$ cat src/rtl/data_types.sv
// Shared scalar types for the arbitrated queue slice.
package data_types;

  typedef logic [31:0] word32_t;

endpackage

$ cat src/rtl/fifo.sv
// Circular queue with one spare slot; the popped word is registered on output.
module fifo
  import data_types::*;
#(
  parameter int WIDTH        = 32,
  parameter int ENTRIES_POW2 = 3
) (
  input  logic             clk_i,
  input  logic             reset_i,
  input  logic             wr_i,
  input  logic [WIDTH-1:0] wr_data_i,
  input  logic             rd_i,
  output logic [WIDTH-1:0] rd_data_o
);

  localparam int DEPTH = 1 << ENTRIES_POW2;

  typedef logic [ENTRIES_POW2-1:0] ptr_t;

  logic [WIDTH-1:0] mem_q [DEPTH];

  ptr_t             wr_ptr_q, wr_ptr_d;
  ptr_t             rd_ptr_q, rd_ptr_d;
  logic [WIDTH-1:0] rd_data_q, rd_data_d;

  always_comb begin
    wr_ptr_d  = wr_ptr_q;
    rd_ptr_d  = rd_ptr_q;
    rd_data_d = rd_data_q;
    if (wr_i) begin
      wr_ptr_d = wr_ptr_q + ptr_t'(1);
    end
    if (rd_i) begin
      rd_ptr_d  = rd_ptr_q + ptr_t'(1);
      rd_data_d = mem_q[rd_ptr_q];
    end
  end

  always_ff @(posedge clk_i or posedge reset_i) begin
    if (reset_i) begin
      wr_ptr_q  <= '0;
      rd_ptr_q  <= '0;
      rd_data_q <= '0;
    end else begin
      wr_ptr_q  <= wr_ptr_d;
      rd_ptr_q  <= rd_ptr_d;
      rd_data_q <= rd_data_d;
    end
  end

  // Storage needs no reset: pointers alone define validity.
  always_ff @(posedge clk_i) begin
    if (wr_i) begin
      mem_q[wr_ptr_q] <= wr_data_i;
    end
  end

  assign rd_data_o = rd_data_q;

endmodule

$ cat src/rtl/fifo_arbiter.sv
// Round-robin arbitration of several writers into one shared queue,
// tagging each entry with the index of the requester that wrote it.
module fifo_arbiter
  import data_types::*;
#(
  parameter int NUM_REQ      = 4,
  parameter int ENTRIES_POW2 = 3
) (
  input  logic                       clk_i,
  input  logic                       reset_i,
  input  logic [NUM_REQ-1:0]         req_i,
  input  word32_t [NUM_REQ-1:0]      req_data_i,
  output logic [NUM_REQ-1:0]         gnt_o,
  input  logic                       read_i,
  output word32_t                    read_data_o,
  output logic [$clog2(NUM_REQ)-1:0] read_src_o,
  output logic [ENTRIES_POW2:0]      count_o,
  output logic                       full_o,
  output logic                       empty_o
);

  localparam int IDX_W = $clog2(NUM_REQ);

  typedef logic [IDX_W-1:0]        idx_t;
  typedef logic [ENTRIES_POW2:0]   cnt_t;

  localparam cnt_t MAX_CNT = cnt_t'((1 << ENTRIES_POW2) - 1);

  idx_t    rr_ptr_q, rr_ptr_d;
  cnt_t    count_q, count_d;
  idx_t    gnt_idx;
  logic    gnt_vld;
  int      j;
  logic    wr_en;
  logic    rd_en;
  word32_t src_wr;
  word32_t src_rd;
  logic    unused_src_hi;

  assign full_o  = (count_q == MAX_CNT);
  assign empty_o = (count_q == '0);
  assign count_o = count_q;

  // First set request at or after rr_ptr, wrapping to 0.
  always_comb begin
    gnt_vld = 1'b0;
    gnt_idx = '0;
    gnt_o   = '0;
    j       = 0;
    for (int k = 0; k < NUM_REQ; k++) begin
      j = int'(rr_ptr_q) + k;
      if (j >= NUM_REQ) begin
        j = j - NUM_REQ;
      end
      if (!gnt_vld && req_i[j]) begin
        gnt_vld = 1'b1;
        gnt_idx = idx_t'(j);
      end
    end
    if (full_o || reset_i) begin
      gnt_vld = 1'b0;
    end
    if (gnt_vld) begin
      gnt_o[gnt_idx] = 1'b1;
    end
  end

  assign wr_en  = gnt_vld;
  assign rd_en  = read_i && !empty_o && !reset_i;
  assign src_wr = 32'(gnt_idx);

  always_comb begin
    rr_ptr_d = rr_ptr_q;
    count_d  = count_q;
    if (wr_en) begin
      if (gnt_idx == idx_t'(NUM_REQ - 1)) begin
        rr_ptr_d = '0;
      end else begin
        rr_ptr_d = gnt_idx + idx_t'(1);
      end
    end
    case ({wr_en, rd_en})
      2'b10:   count_d = count_q + cnt_t'(1);
      2'b01:   count_d = count_q - cnt_t'(1);
      default: count_d = count_q;
    endcase
  end

  always_ff @(posedge clk_i or posedge reset_i) begin
    if (reset_i) begin
      rr_ptr_q <= '0;
      count_q  <= '0;
    end else begin
      rr_ptr_q <= rr_ptr_d;
      count_q  <= count_d;
    end
  end

  fifo #(
    .WIDTH        (32),
    .ENTRIES_POW2 (ENTRIES_POW2)
  ) u_data_fifo (
    .clk_i     (clk_i),
    .reset_i   (reset_i),
    .wr_i      (wr_en),
    .wr_data_i (req_data_i[gnt_idx]),
    .rd_i      (rd_en),
    .rd_data_o (read_data_o)
  );

  fifo #(
    .WIDTH        (32),
    .ENTRIES_POW2 (ENTRIES_POW2)
  ) u_src_fifo (
    .clk_i     (clk_i),
    .reset_i   (reset_i),
    .wr_i      (wr_en),
    .wr_data_i (src_wr),
    .rd_i      (rd_en),
    .rd_data_o (src_rd)
  );

  assign read_src_o    = src_rd[IDX_W-1:0];
  assign unused_src_hi = |src_rd[31:IDX_W];

endmodule
$ cat config.mk
export PLATFORM = sky130hd
export DESIGN_NAME = fifo_arbiter
export DESIGN_NICKNAME = d
export VERILOG_FILES = /design/src/rtl/data_types.sv /design/src/rtl/fifo.sv /design/src/rtl/fifo_arbiter.sv
export SDC_FILE = /design/constraint.sdc
export NUM_CORES = 1
export LEC_CHECK = 0
export CAP_MARGIN = 0
export CORE_MARGIN = 1
export CORE_UTILIZATION = 40
export DETAILED_ROUTE_END_ITERATION = 16
export SLEW_MARGIN = 30
export SYNTH_ARGS = -nofsm -noshare
export SYNTH_HDL_FRONTEND = slang
export SYNTH_HIERARCHICAL = 1
export SYNTH_SLANG_ARGS = --single-unit
$ cat constraint.sdc
create_clock -name clk_i -period 5.1 [get_ports clk_i]
set_input_delay 1.02 -clock clk_i [delete_from_list [all_inputs] [get_ports clk_i]]
set_output_delay 1.02 -clock clk_i [all_outputs]
set_load 0.1 [all_outputs]
* Word level (Yosys, flattened, before mapping)
Memory sizes are Yosys's and may differ from the RTL's. A register that Yosys moved wholly into a read port is not among the register bits.
Cells that the tools add are included.
** Storage, ports and cells
- Flip-flop bits (word level) :: 18
- Bits in writable memories :: 272
- Logic and storage cells :: 84
- Memories kept :: 2
** Cells by class
- Add/subtract/negate cells :: 14
- Order comparisons :: 10
- Equal/unequal tests :: 4
- Mux-type cells :: 34
- Reductions and logical operators :: 14
** Memories
- u_data_fifo.mem_q :: words 8, bits a word 32, rd ports 1, clocked after Yosys merged registers in 1, wr ports 1, RTL line fifo.sv:20 : logic [WIDTH-1:0] mem_q [DEPTH];
- u_src_fifo.mem_q :: words 8, bits a word 2, rd ports 1, clocked after Yosys merged registers in 1, wr ports 1, RTL line fifo.sv:20
** Operators by type and width (count)
- 32-bit two-way mux :: 5
- 32-bit by 4-bit < comparator with 1-bit output, second input constant :: 4
- 32-bit binary-select mux with 2-bit select :: 1
- 1-bit two-way mux :: 16
- 3-bit by 1-bit adder with 3-bit output, second input constant :: 4
- 3-bit by 3-bit subtractor with 4-bit output, second input constant :: 3
- 2-bit two-way mux :: 5
- 3-bit greater-or-equal comparator, second input constant :: 3
- 1-bit binary-select mux with 2-bit select :: 4
- 4-bit one-hot mux with 2 select lines :: 1
- 2-bit by 2-bit adder with 3-bit output, second input constant :: 2
- 1-bit logical AND :: 6
- 1-bit zero test :: 5
- 4-bit by 1-bit adder with 4-bit output, second input constant :: 1
- 2-bit equality test, second input constant :: 2
- 4-bit by 3-bit equality test with 1-bit output, second input constant :: 1
- 4-bit zero test :: 1
- 4-bit two-way mux :: 1
- 2-bit by 3-bit subtractor with 4-bit output, second input constant :: 1
- 4-bit by 1-bit subtractor with 4-bit output, second input constant :: 1
- 2-bit by 1-bit adder with 3-bit output, second input constant :: 1
- 2-bit by 3-bit greater-or-equal comparator with 1-bit output, second input constant :: 1
- 2-bit by 3-bit < comparator with 1-bit output, second input constant :: 1
- 2-bit by 1-bit adder with 2-bit output, second input constant :: 1
- other kinds (5) :: 5

* Depth between registers and ports, before layout
Gate-level depths: netlist of the first run.
- Depth in word-level cells :: 20
- Gate-level depth with buffers :: 10

* Cells and area by module
Netlist of the first run, hierarchy kept.
** Modules (own cells, without submodules)
- fifo :: instances 2, cells each 652, area an instance 11481.0 um^2
- fifo_arbiter :: instances 1, cells each 383, area an instance 2611.3 um^2

* Worst setup path before layout of the first run
OpenSTA, ideal clock, no wires.
- Kind :: reg2reg
- Start point :: register count_q[0] (netlist: count_o[0])
- End point :: register count_q[3] (netlist: count_o[3])
- Arrival :: 5.925 ns
- Required time :: 4.969 ns
- Path slack :: -0.956 ns
- Stages on the path, launching flop included :: 9
- Cell sequence :: dfrtp_1 > nor4_1 > nor3b_1 > ha_1 > ha_1 > a21o_1 > a2111oi_0 > nand4b_1 > nand3_1
** Between the ends
- Longest elaborated chain between the ends :: 6
** RTL lines
- from (decl) :: RTL line fifo_arbiter.sv:30 : cnt_t count_q, count_d;
- from (signal assigned) :: RTL line fifo_arbiter.sv:95 : count_q <= count_d;
- 4-bit zero test * :: RTL line fifo_arbiter.sv:41 : assign empty_o = (count_q == '0);
- via empty_o :: RTL line fifo_arbiter.sv:19 : output logic empty_o
- 1-bit zero test * :: RTL line fifo_arbiter.sv:69 : assign rd_en = read_i && !empty_o && !reset_i;
- 1-bit logical AND * (2 in a row) :: RTL line fifo_arbiter.sv:69
- via rd_en :: RTL line fifo_arbiter.sv:35 : logic rd_en;
- 2-bit by 1-bit equality test with 1-bit output or 2-bit equality test (tied branches) :: RTL line fifo_arbiter.sv:82 : case ({wr_en, rd_en})
- 4-bit one-hot mux with 2 select lines or 2-bit nonzero test (tied branches)
The timed path passes the listed nets; every way through them passes the cells marked *.
A chain may end at the register's enable or synchronous reset.

* Final worst setup path of the first run
- Start point :: input req_i[1]
- End point :: output gnt_o[0]
** Between the ends
- Longest elaborated chain between the ends :: 18
** RTL lines
- from (decl) :: RTL line fifo_arbiter.sv:11 : input logic [NUM_REQ-1:0] req_i,
- 1-bit binary-select mux with 2-bit select :: RTL line fifo_arbiter.sv:55 : if (!gnt_vld && req_i[j]) begin
- 1-bit two-way mux (implied by the code) (2 in a row) :: RTL line fifo_arbiter.sv:55
- 1-bit two-way mux :: RTL line fifo_arbiter.sv:55
- 1-bit zero test :: RTL line fifo_arbiter.sv:55
- 1-bit logical AND :: RTL line fifo_arbiter.sv:55
- 1-bit two-way mux :: RTL line fifo_arbiter.sv:55
- 1-bit zero test :: RTL line fifo_arbiter.sv:55
- 1-bit logical AND :: RTL line fifo_arbiter.sv:55
- (+2 left out)
- 1-bit logical AND :: RTL line fifo_arbiter.sv:55
- 2-bit two-way mux * :: RTL line fifo_arbiter.sv:55
- via gnt_idx[0] :: RTL line fifo_arbiter.sv:31 : idx_t gnt_idx;
- 2-bit by 3-bit < comparator with 1-bit output (implied by the code) or 2-bit by 1-bit greater-or-equal comparator with 1-bit output (tied branches) :: RTL line fifo_arbiter.sv:64 : gnt_o[gnt_idx] = 1'b1;
- 1-bit logical AND (implied by the code) :: RTL line fifo_arbiter.sv:64
- 1-bit two-way mux (implied by the code) :: RTL line fifo_arbiter.sv:64
- 1-bit demux with 2-bit select * :: RTL line fifo_arbiter.sv:64
- 4-bit two-way mux * :: RTL line fifo_arbiter.sv:63 : if (gnt_vld) begin
- to (decl) :: RTL line fifo_arbiter.sv:13 : output logic [NUM_REQ-1:0] gnt_o,
The timed path passes the listed nets; every way through them passes the cells marked *. The select of a mux whose other input is x is not followed.

==> results.toml, run 1 <==
[timing]
slew_viol_final = 0
fmax_mhz = 222
min_period_ps = 4500
worstMarginPinSlew_ps = 1030
finalSetupViolCount = 0
rsz0062_at_grt = "no"
hold_ws_ps = 566
fin_crit_sh = 0.883
hold_violations = 0
finClkSkew_ps = 7.13
slew_headroom = 0.311
tns_ps = 0

[clock_network]
cts_hold_buffers = 0
numCtsBuffers = 31
cts_htree_levels = 1
cts-root-buf = "clkbuf_16"
tritoncts = "built"
cts_buffer_depth = 3
cts.sinks = 324
cts_resized = 0
clk_latency_ps = 550
clkTransAtPathRegs_ps = 60
postCtsSetupBuffers = 0

[final_layout]
layout_common_cells = "edfxtp_1 (272), clkdlybuf4s50_1 (174), mux2i_1 (102)"
layout.cells.non_filler = 1782
area_delta_synth_final_pct = 20.9
layout-drive-gt1-share = 0.0945
layout_commonest_cell = "edfxtp_1"
fin_nets = 1392
finalInstanceArea_sq_um = 18400

[synth]
synth.avg_cell_area_sq_um = 13.6
syn_area_sq_um = 15300
synth.net_count = 1270
syn_inst = 1123
ys_warn_count = 6

[power]
power_density_nw_per_um2 = 635
leakagePower_nw = 6.64
vdd_drop_max_v = 0.000543

[worst_setup_path]
cp.depth = 8
r2r_cells = 5
path_cells = "clkdlybuf4s50_1 > nor2_4 > or4b_4 > nand2_1 > inv_2 > ha_1 > and2_1 > buf_12"
critPathArrivalTime_ps = 3480
path_class = "in2out"
timing.critical_path.fanout_max = 24
rr_startpoint = "rr_ptr_q[0]$_DFFE_PP0P_"
slowest_stage = "or4b_4"
crit_path_end_kind = "output port"
crit_path_start = "req_i[1]"
crit_buf_inv = 3
crit_end = "gnt_o[0]"
crit_required_ps = 4080
r2r_setup_slack_ps = 2190
cp_slowest_stage_delay_ps = 710
crit_family = "simple AND/OR/NAND/NOR gates"
r2r_end = "u_data_fifo/mem_q[6][10]$_DFFE_PP_"
start_kind = "primary input"

[grt]
grt_usage = 0.201
overflow = 0
grt_pass1_wl_microns = 59500
antenna_found_initial = 0
grt_pass1_vias = 9694
grt_max_degree = 163

[detailed_routing]
routed_wl_microns = 39100
ant_nets = 0
drt_iter0_markers = 686
drt_drc_violations_left = 0
wl_per_cell_microns = 22.0
viasPerCell = 5.54
vias = 9872
firstDrtPassIters = 5

[die]
ios = 179
core.rowCount = 71
core_sq_um = 37600
start_util = 0.406
dieArea_sq_um = 38900
die_y_microns = 197
die_x_microns = 197

[hold_path]
hold_class = "reg2reg"

[placement]
routabilityCongestion = 0.816
dp_cells = 1722
dp_hpwl_microns = 24100
io_buffers = 178
placed_area_sq_um = 17400

[run]
max_cap_violations = 0

[outcome]
status = "completed"
## how the worst min path moves through the flow
stage / depth (start not counted) / endpoint / startpoint / slack (ps)
floorplan: 1 / u_src_fifo/wr_ptr_q[2]$_DFFE_PP0P_ / u_src_fifo/wr_ptr_q[2]$_DFFE_PP0P_ / 520
global placement: 1 / u_data_fifo/wr_ptr_q[1]$_DFFE_PP0P_ / u_data_fifo/wr_ptr_q[1]$_DFFE_PP0P_ / 530
detailed placement: 1 / u_src_fifo/wr_ptr_q[1]$_DFFE_PP0P_ / u_src_fifo/wr_ptr_q[1]$_DFFE_PP0P_ / 550
CTS: 1 / u_src_fifo/wr_ptr_q[1]$_DFFE_PP0P_ / u_src_fifo/wr_ptr_q[1]$_DFFE_PP0P_ / 560
global route: 1 / u_src_fifo/wr_ptr_q[1]$_DFFE_PP0P_ / u_src_fifo/wr_ptr_q[1]$_DFFE_PP0P_ / 580
finish: 1 / u_src_fifo/wr_ptr_q[1]$_DFFE_PP0P_ / u_src_fifo/wr_ptr_q[1]$_DFFE_PP0P_ / 570
## per-layer routing
layer  routed length, microns  part of all wire  GRT usage  vias to the layer above
li1                         -                 -          -                     4624
met1                    17200              0.44      0.273                     4864
met2                    18400              0.47      0.330                      342
met3                     2850             0.073     0.0420                       42
met4                      675             0.017     0.0434                        0
met5                        0                 0          0                        -
## registers in the layout, indices dropped and copies added, names as in the netlist
name,cells
count_o,4
rr_ptr_q,2
u_data_fifo/mem_q,256
u_data_fifo/rd_data_o,32
u_data_fifo/rd_ptr_q,3
u_data_fifo/wr_ptr_q,3
u_src_fifo/mem_q,16
u_src_fifo/rd_data_o,2
u_src_fifo/rd_ptr_q,3
u_src_fifo/wr_ptr_q,3
## through the flow
stage / worst slack, ps / power, W / util
6_report: 598 / 0.0117 / 0.491
5_1_grt: 507 / 0.0123 / 0.491
4_1_cts: 643 / 0.0118 / 0.490
3_5_place_dp: 652 / 0.00954 / 0.463
3_3_place_gp: 689 / 0.00946 / 0.463
2_1_floorplan: 556 / 0.00813 / -
## power breakdown
part	internal (W)	total (W)	switching (W)
logic	0.00164	0.00527	0.00364
clock network	0.00129	0.00224	0.000951
registers	0.00391	0.00420	0.000297
## cell type report
type	count	area, sq um
antenna	1	2.50
clock buffer	40	820
clock inverter	18	175
fill	3253	19100
inverter	9	33.8
multi-input combinational	668	5130
sequential	324	9480
tap	511	639
timing repair buffer	211	2160
No activity file was read; power rests on OpenSTA's default activity.
==> run 2, diff against run 1 <==
==> constraint.sdc (replaced) <==
create_clock -name clk_i -period 4 [get_ports clk_i]
set_input_delay 0.4 -clock clk_i [delete_from_list [all_inputs] [get_ports clk_i]]
set_output_delay 0.4 -clock clk_i [all_outputs]
set_load 0.1 [all_outputs]
==> run 2 against run 1 <==
Critical path depth did not move. Routed wire length fell by 0.31%. Worst hold slack got worse by 210 ps. Largest power group unchanged.
==> results.toml, run 2 (synthesis results as in run 1) <==
[timing]
worstMarginPinSlew_ps = 996
hold_violations = 0
min_period_ps = 3260
tns_ps = 0
finClkSkew_ps = 10.5
rsz0062_at_grt = "no"
finalSetupViolCount = 0
fmax_mhz = 307
hold_ws_ps = 352
slew_headroom = 0.334
fin_crit_sh = 0.815
slew_viol_final = 0

[die]
ios = 179
die_x_microns = 197
dieArea_sq_um = 38900
die_y_microns = 197
core_sq_um = 37600
core.rowCount = 71
start_util = 0.406

[placement]
routabilityCongestion = 0.834
placed_area_sq_um = 17500
io_buffers = 178
dp_hpwl_microns = 24800

[final_layout]
layout_common_cells = "edfxtp_1 (272), clkdlybuf4s50_1 (173), mux2i_1 (102)"
seqCellArea_sq_um = 9480
multi_input_area_sq_um = 5130
layout_commonest_cell = "edfxtp_1"
final_core_util = 0.497
largest_register = "u_data_fifo/mem_q"
area_delta_synth_final_pct = 22.3
layout-drive-gt1-share = 0.0990
finalInstanceArea_sq_um = 18700
largest_register_ffs = 256
nFillCells = 3208
antenna_cells = 0
fin_nets = 1405

[worst_setup_path]
path_class = "in2out"
critPathArrivalTime_ps = 2860
timing.critical_path.fanout_max = 26
crit_path_end_kind = "output port"
crit_required_ps = 3600
r2r_cells = 5
start_kind = "primary input"

[clock_network]
cts_buffer_depth = 3
clkTransAtPathRegs_ps = 60
cts_htree_levels = 2
cts.sinks = 324
clk_latency_ps = 500
numCtsBuffers = 35
cts-root-buf = "clkbuf_16"
cts_hold_buffers = 0
tritoncts = "built"
cts_resized = 0
postCtsSetupBuffers = 0

[power]
power_switching_share = 0.408
vdd_drop_max_v = 0.000467
pwr-share-seq = 0.362
power_w = 0.0153
p_switching_w = 0.00622
leakagePower_nw = 6.75
power_density_nw_per_um2 = 817
p_clk_frac = 0.207
p_int_w = 0.00903
pwr-share-comb = 0.431

[grt]
grt_usage = 0.199
overflow = 0
grt_pass1_wl_microns = 58200
grt_pass1_vias = 9673
grt_max_degree = 98
antenna_found_initial = 0

[hold_path]
hold_class = "in2async"

[detailed_routing]
wl_per_cell_microns = 21.7
drt_iter0_markers = 747
viasPerCell = 5.59
vias = 10000
firstDrtPassIters = 5
drt_drc_violations_left = 0
ant_nets = 0
routed_wl_microns = 39000

[run]
max_cap_violations = 0

[outcome]
status = "completed"
## run 2: cell count changes in the layout (fill, tap and decap cells not counted), moves of 2 or more
cell / change
clkbuf_8: +2
buf_4: +7
clkbuf_16: +6
clkinv_1: +6
clkinvlp_4: -2
buf_12: +3
clkinv_2: -8
inv_6: -2
## run 2: layout make-up
| type | count | area share |
|---|---|---|
| clock buffer | 49 | 0.0536 |
| clock inverter | 13 | 0.00717 |
| inverter | 9 | 0.00181 |
| multi-input combinational | 668 | 0.275 |
| sequential | 324 | 0.508 |
| tap | 511 | 0.0343 |
| timing repair buffer | 220 | 0.120 |
## run 2: per-layer routing
| layer | share of wire | global-route usage | up-vias | wire length (microns) |
|---|---|---|---|---|
| met5 | 0 | 0 | - | 0 |
| met4 | 0.016 | 0.0428 | 0 | 605 |
| met3 | 0.073 | 0.0430 | 44 | 2860 |
| met2 | 0.46 | 0.314 | 415 | 17800 |
| met1 | 0.45 | 0.281 | 4933 | 17700 |
| li1 | - | - | 4644 | - |
## run 2: through the flow
| step | instances | setup WS, ps |
|---|---|---|
| 6_report | 1794 | 739 |
| 5_1_grt | 1794 | 587 |
| 4_1_cts | 1794 | 739 |
| 3_5_place_dp | 1732 | 642 |
| 3_3_place_gp | 1732 | 732 |
| 2_1_floorplan | 1123 | -163 |
## run 2: power groups by stage
stage	combinational, W	clock, W	sequential [W]
after global routing	0.00703	0.00334	0.00560
after detailed placement	0.00660	0	0.00559
after floorplan	0.00372	0	0.00666
final	0.00658	0.00316	0.00551
after CTS	0.00662	0.00322	0.00553
after global placement	0.00652	0	0.00558
## run 2: worst paths after layout
path	slack, ps	to	start
setup / recovery	740	gnt_o[0]	req_i[1]
hold reg to reg	570	u_src_fifo/wr_ptr_q[1]$_DFFE_PP0P_	u_src_fifo/wr_ptr_q[1]$_DFFE_PP0P_
setup reg to reg	1260	u_data_fifo/mem_q[4][3]$_DFFE_PP_	rr_ptr_q[0]$_DFFE_PP0P_
max in group asynchronous	2770	u_data_fifo/wr_ptr_q[2]$_DFFE_PP0P_	reset_i
hold / removal	350	count_o[3]$_DFFE_PP0P_	reset_i
min in group clk_i	570	u_src_fifo/wr_ptr_q[1]$_DFFE_PP0P_	u_src_fifo/wr_ptr_q[1]$_DFFE_PP0P_
## run 2: worst max-delay path, cell delays in order
cell,delay (ps)
clkdlybuf4s50_1,590
nor2_4,150
or4b_4,730
nand2_1,380
inv_2,70
ha_1,200
and2_1,160
buf_12,170
==> run 3, diff against run 2 <==
clock period = 3 ns   (was 4 ns; I/O delays follow)
==> run 3 against run 2 <==
Sequential share of layout area down 0.62 points. Critical endpoint is now gnt_o[2]. Register-to-register slack got worse by 830 ps. Highest routed layer unchanged. Largest power group unchanged. Setup slack worse by 550 ps. Core utilization grew 0.68 points. First-iteration DRC count is 5.0% lower. Cell area is 1.4% higher. Flip-flop and latch count did not move. Via count increased by 2.3%. Die area did not move. Largest cell class unchanged. Worst hold slack lost 78 ps.
==> results.toml, run 3 (synthesis results as in run 1) <==
[clock_network]
tritoncts = "built"
cts_buffer_depth = 3
cts_hold_buffers = 0
cts.sinks = 324
numCtsBuffers = 34
clk_latency_ps = 500
cts_resized = 0
cts-root-buf = "clkbuf_16"
clkTransAtPathRegs_ps = 60
cts_htree_levels = 2

[final_layout]
area_delta_synth_final_pct = 24.0
antenna_cells = 0
fin_nets = 1450
largest_register_ffs = 256
finalInstanceArea_sq_um = 18900
layout-drive-gt1-share = 0.171
layout.cells.non_filler = 1839
largest_register = "u_data_fifo/mem_q"
layout_commonest_cell = "edfxtp_1"
layout_common_cells = "edfxtp_1 (272), clkdlybuf4s50_1 (134), buf_4 (120)"
nFillCells = 3176

[detailed_routing]
routed_wl_microns = 40000
wl_per_cell_microns = 21.7
ant_nets = 0
drt_iter0_markers = 710
vias = 10300
viasPerCell = 5.59
drt_drc_violations_left = 0
firstDrtPassIters = 5

[die]
ios = 179
die_x_microns = 197
dieArea_sq_um = 38900
core_sq_um = 37600
core.rowCount = 71
start_util = 0.406
die_y_microns = 197

[worst_setup_path]
crit_path_end_kind = "output port"
path_class = "reg2out"
critPathArrivalTime_ps = 2510
crit_required_ps = 2700
r2r_cells = 6
rr_startpoint = "rr_ptr_q[0]$_DFFE_PP0P_"
timing.critical_path.fanout_max = 4
start_kind = "register"
crit_path_start = "rr_ptr_q[0]$_DFFE_PP0P_"

[power]
leakagePower_nw = 7.01
power_density_nw_per_um2 = 1100
vdd_drop_max_v = 0.000905
power_w = 0.0207

[timing]
slew_headroom = 0.386
fmax_mhz = 356
min_period_ps = 2810
worstMarginPinSlew_ps = 922
rsz0062_at_grt = "no"
fin_crit_sh = 0.937
hold_violations = 0
finalSetupViolCount = 0
hold_ws_ps = 274
slew_viol_final = 0
finClkSkew_ps = 16.6

[grt]
overflow = 0
grt_pass1_wl_microns = 60100
grt_pass1_vias = 10100
grt_usage = 0.204
grt_max_degree = 75
antenna_found_initial = 0

[placement]
dp_hpwl_microns = 25000
placed_area_sq_um = 17800
dp_cells = 1775
routabilityCongestion = 0.860
io_buffers = 178

[run]
max_cap_violations = 0

[hold_path]
hold_class = "in2async"

[outcome]
status = "completed"
run 3: final cells by class:
type,count,area (sq um),area share
inverters,9,36.3,0.00192
clock inverters,16,146,0.00774
clock buffers,45,963,0.0509
multi-input cells,668,5160,0.273
flip-flops and latches,324,9490,0.502
repair buffers,266,2480,0.131
well taps,511,639,0.0338
run 3: worst paths after layout:
kind	slack (ps)	endpoint
max	190	gnt_o[2]
max in group asynchronous	1830	u_data_fifo/rd_data_o[22]$_DFFE_PP0P_
min	270	rr_ptr_q[0]$_DFFE_PP0P_
min in group clk_i	570	count_o[0]$_DFFE_PP0P_
max reg2reg	430	u_data_fifo/mem_q[0][29]$_DFFE_PP_
min reg2reg	570	count_o[0]$_DFFE_PP0P_
run 3: what timing repair did:
item                                    in CTS  in global routing
endpoints found under the hold margin        0                  0
setup buffers                                0                  3
endpoints found under the setup margin       0                  4
run 3: power breakdown:
group          switching, W  internal (W)
clock network       0.00168       0.00245
registers          0.000749       0.00663
logic               0.00611       0.00313
run 3: worst max-delay path: stages (launching register included):
cell	delay, ps
dfrtp_1	460
nor2b_1	100
or4_2	650
nand2_1	220
inv_2	60
ha_1	180
and2_1	170
buf_12	170
run 3: stage by stage:
step / worst slack [ps] / TNS (ps) / util
after detailed placement: 58.5 / 0 / 0.473
after floorplan: -326 / -4970 / -
final: 188 / 0 / 0.503
after global placement: 55.5 / 0 / 0.473
after CTS: 78.6 / 0 / 0.503
after global routing: 119 / 0 / 0.503
run 3: metal layers:
| metal | vias up | wire length, microns | track usage |
|---|---|---|---|
| met5 | - | 0 | 0 |
| met4 | 0 | 899 | 0.0568 |
| met3 | 59 | 3090 | 0.0398 |
| met2 | 430 | 18100 | 0.324 |
| met1 | 5038 | 17900 | 0.286 |
| li1 | 4744 | - | - |
